==> src/rtl/reg_write_arbiter.sv <==
// ----------------------------------------------------------------------------
// reg_write_arbiter
//
// Two requesters compete to write one shared WIDTH-bit register. A request
// seen in IDLE is granted on that edge: Q captures the winner's data and the
// winner's GNT pulses for one cycle (GRANT). A lockout of HOLD_CYCLES cycles
// (HOLD) follows. Requests are ignored outside IDLE, so a requester simply
// keeps REQ high until it sees its GNT. Ties go round-robin against LAST.
//
// Parameters
//   WIDTH        data / register width
//   HOLD_CYCLES  lockout length after each grant, 0..15
//
// Ports
//   CLK          clock, rising edge active
//   RESET        asynchronous reset, active low
//   REQ0, D0     requester 0 write request and data
//   REQ1, D1     requester 1 write request and data
//   GNT0, GNT1   one-cycle registered grant pulses
//   Q            shared register contents
//   BUSY         high while not IDLE
//   LAST         index of the most recently granted requester (1 after reset)
// ----------------------------------------------------------------------------
module reg_write_arbiter #(
    parameter int unsigned WIDTH       = 8,
    parameter int unsigned HOLD_CYCLES = 2
) (
    input  logic             CLK,
    input  logic             RESET,
    input  logic             REQ0,
    input  logic [WIDTH-1:0] D0,
    input  logic             REQ1,
    input  logic [WIDTH-1:0] D1,
    output logic             GNT0,
    output logic             GNT1,
    output logic [WIDTH-1:0] Q,
    output logic             BUSY,
    output logic             LAST
);

    typedef enum logic [1:0] {
        StIdle,
        StGrant,
        StHold
    } state_e;

    localparam logic [3:0] HoldLoad = 4'(HOLD_CYCLES);

    state_e           state;
    logic [3:0]       cnt;

    logic             win_valid;
    logic             win_sel;
    logic [WIDTH-1:0] win_data;

    // Winner selection: a lone request always wins; on a tie the requester
    // that was not granted last time wins.
    always_comb begin
        win_valid = REQ0 | REQ1;
        if (REQ0 && REQ1) begin
            win_sel = ~LAST;
        end else begin
            win_sel = REQ1;
        end
        win_data = win_sel ? D1 : D0;
    end

    always_ff @(posedge CLK or negedge RESET) begin
        if (!RESET) begin
            state <= StIdle;
            cnt   <= 4'd0;
            Q     <= '0;
            GNT0  <= 1'b0;
            GNT1  <= 1'b0;
            LAST  <= 1'b1;
        end else begin
            // Grants are single-cycle pulses; only the IDLE branch raises one.
            GNT0 <= 1'b0;
            GNT1 <= 1'b0;
            case (state)
                StIdle: begin
                    if (win_valid) begin
                        Q     <= win_data;
                        LAST  <= win_sel;
                        GNT0  <= ~win_sel;
                        GNT1  <= win_sel;
                        state <= StGrant;
                    end
                end
                StGrant: begin
                    cnt   <= HoldLoad;
                    state <= (HoldLoad != 4'd0) ? StHold : StIdle;
                end
                StHold: begin
                    cnt <= cnt - 4'd1;
                    // Leaving on count 1 makes HOLD last exactly HoldLoad cycles.
                    if (cnt <= 4'd1) begin
                        state <= StIdle;
                    end
                end
                default: begin
                    state <= StIdle;
                    cnt   <= 4'd0;
                end
            endcase
        end
    end

    assign BUSY = (state != StIdle);

endmodule

==> config.mk <==
export PLATFORM = sky130hd
export DESIGN_NAME = reg_write_arbiter
export DESIGN_NICKNAME = d
export VERILOG_FILES = /design/src/rtl/reg_write_arbiter.sv
export SDC_FILE = /design/constraint.sdc
export NUM_CORES = 1
export LEC_CHECK = 0
export ABC_AREA = 1
export BUFFER_PORTS_ARGS = -buffer_cell sky130_fd_sc_hd__buf_2
export CAP_MARGIN = 20
export CORE_UTILIZATION = 54
export CTS_BUF_LIST = sky130_fd_sc_hd__clkbuf_4 sky130_fd_sc_hd__clkbuf_8
export DETAILED_ROUTE_END_ITERATION = 10
export HOLD_SLACK_MARGIN = 0.15
export PLACE_DENSITY = 0.92
export SYNTH_ARGS = -nofsm -noshare
export SYNTH_HDL_FRONTEND = slang
export SYNTH_SLANG_ARGS = --single-unit
==> constraint.sdc <==
create_clock -name CLK -period 2.4 [get_ports CLK]
set_input_delay 0.24 -clock CLK [delete_from_list [all_inputs] [get_ports CLK]]
set_output_delay 0.24 -clock CLK [all_outputs]
set_load 0.005 [all_outputs]
==> metrics.csv <==
metric;value;unit
DPL Wire Length;1340;um
Synth cell types;19;
leakage;0.585;nW
sequential-to-total area share from yosys stat;49.5;%
Tightest Pin Transition;0.408;ns
final hold vios;0;
1st-pass router iterations;7;
commonest non-fill, non-tap cells in the layout;nand2_1 (36), buf_2 (31), nand3_1 (18), dfrtp_1 (16), inv_1 (8);
FF-to-FF End;Q[3]$_DFFE_PN0P_;
Final Max Tran Viols;0;
Ys Warns;0;
Pwr per Cell Area;1180;nW/um2
I/O pin cnt;32;
total track usage;21.0;%
port bufs;31;
core footprint;1510;um2
crit path to;BUSY;
CTS tree;yes;
layout cells sized above 1;30.7;%
Avg Vias per Cell;5.09;
startpoint types;flop;
fin cells;153;
FF-to-FF setup slack;0.78;ns
Net Sw Frac;41.1;%
Mapped Area;862;um2
first-pass GRT wire length;2840;um
total wire length;1750;um
post-CTS setup buffers;0;
Final Setup Violations;0;
crit path launch;state[0]$_DFFE_PN0P_;
Final Wtd Congestion;0.798;
Initial Util;57.2;%
clock transition at the registers of the reported paths;0.09;ns
FF+latch area;427;um2
WL/cell;11.4;um
Clk pwr share;13.0;%
Worst EP arrival;1.50;ns
Seq pwr share;39.5;%
Bufs on Longest Clock Path;2;
Post-Syn Nets;128;
DR iter-0 viols;14;
Layout area overhead;23.1;%
crit path capture type;output pin;
sw power;0.513;mW
Setup TNS;0;ns
Final Skew;0.00354;ns
total CTS buffers;3;
Root Driver;clkbuf_4;
Layout Nets;163;
Comb power frac;47.5;%
Final Total Pwr;1.25;mW
failing checks;DRC;
f_max;0.575;GHz
Worst Hold Class;in -> reg;
diode count;0;
Post-CTS Resized;0;
Avg Cell Area, Syn;8.37;um2
Cells after DPL;148;
RSZ-0062 raised after global routing;no;
largest net degree at the start of global routing;18;
Die Wd;42.0;um
H-tree Lvls;1;
number of global-route vias before repair;695;
Clock Sinks;17;
GRT overflow;0;
Die H;42.0;um
Die ar.;1760;um2
largest area contributor in the netlist;dfrtp_1;
r2r startpoint;state[0]$_DFFE_PN0P_;
area of the multi-input gates;385;um2
fill count;119;
row count;14;
status;complete, but fails checks;
Routed Antenna Nets;0;
# DRC;1;
Max-slew headroom;72.8;%
hold slack;0.163;ns
initial antenna violation count;0;
CP Max Fanout;12;
kind of critical path;reg -> out;
Int Power;0.736;mW
Peak VDD IR;0.000661;V
ranking of synthesized cells by area;dfrtp_1 (46%), nand2_1 (16%), nand3_1 (10%), ha_1 (7.3%), inv_1 (3.5%);
crit share post-route;72.4;%
commonest non-fill, non-tap cell in the layout;nand2_1;
crit path time final;1.74;ns
Yosys top cell area share;46.4;%
#FFs+latches synth;17;
Mapped Cells;103;
Reg2Reg Depth;7;
max_cap viols;0;
WP data required;2.16;ns
vias;779;
worst skew pair latency;0.29;ns
-- what timing repair did --
item | CTS | global route
setup endpoints to repair | 0 | 0
hold buffers | 1 | 0
endpoints found under the hold margin | 16 | 0
-- per-layer routing --
| layer | global-route usage [%] | share of wire [%] |
|---|---|---|
| met1 | 25.9 | 42 |
| met2 | 37.8 | 52 |
| met3 | 3.04 | 5.0 |
| met4 | 5.81 | 1.1 |
| met5 | 0 | 0 |
-- through the flow --
stage / util, % / worst slack, ns / instance area [um2]
after floorplan: - / 1.09 / 862
after global placement: 67.8 / 0.905 / 1020
after detailed placement: 67.8 / 0.781 / 1020
after CTS: 70.4 / 0.659 / 1060
after global routing: 70.4 / 0.573 / 1060
final: 70.4 / 0.661 / 1060
-- cells by family (layout without fill, tap and decap cells) --
kind of cell    count (synthesis)  after routing  synth area share, %
compound gates                  7              7                 4.79
flops                          17             17                 49.5
buf+inv                        11             45                 5.80
fa+ha+maj                       5              5                 7.26
simple gates                   63             63                 32.7
-- registers in the layout (all words and copies together) (netlist names) --
signal  cells
LAST        1
state       2
cnt         4
GNT1        1
Q           8
GNT0        1
-- cell usage after synthesis (all sizes together) --
| master | count |
|---|---|
| dfstp | 1 |
| nand3 | 18 |
| buf | 2 |
| dfrtp | 16 |
| a21oi | 3 |
| nand2 | 37 |
| a31oi | 1 |
| o21ai | 2 |
| inv | 9 |
| o22ai | 1 |
| nor2 | 7 |
| ha | 5 |
| nand4 | 1 |
-- area by class of cell --
class | instances | area share [%]
clock buffers | 4 | 2.83
flip-flops and latches | 17 | 40.2
repair buffers | 32 | 15.6
inverters | 9 | 3.18
well taps | 16 | 1.89
multi-input cells | 75 | 36.3
-- power by group through the flow --
stage	registers, mW	logic, mW	clock network [mW]
2_1_floorplan	0.493	0.417	0
3_3_place_gp	0.489	0.572	0
3_5_place_dp	0.493	0.598	0
4_1_cts	0.492	0.598	0.162
5_1_grt	0.505	0.676	0.172
6_report	0.493	0.593	0.162
-- worst min-delay path by stage --
stage | from | end | cells after the start
2_1_floorplan | RESET | GNT0$_DFF_PN0_ | 0
3_3_place_gp | RESET | cnt[0]$_DFFE_PN0N_ | 1
3_5_place_dp | RESET | cnt[0]$_DFFE_PN0N_ | 1
4_1_cts | D1[6] | Q[6]$_DFFE_PN0P_ | 3
5_1_grt | D1[2] | Q[2]$_DFFE_PN0P_ | 3
6_report | D1[6] | Q[6]$_DFFE_PN0P_ | 3
-- critical path, stage by stage (launching register included) --
cell and delay (ns):
dfrtp_1 0.40, inv_1 0.08, ha_1 0.21, inv_1 0.32
buf_2 0.20
Power figures use the tool's default switching activity.
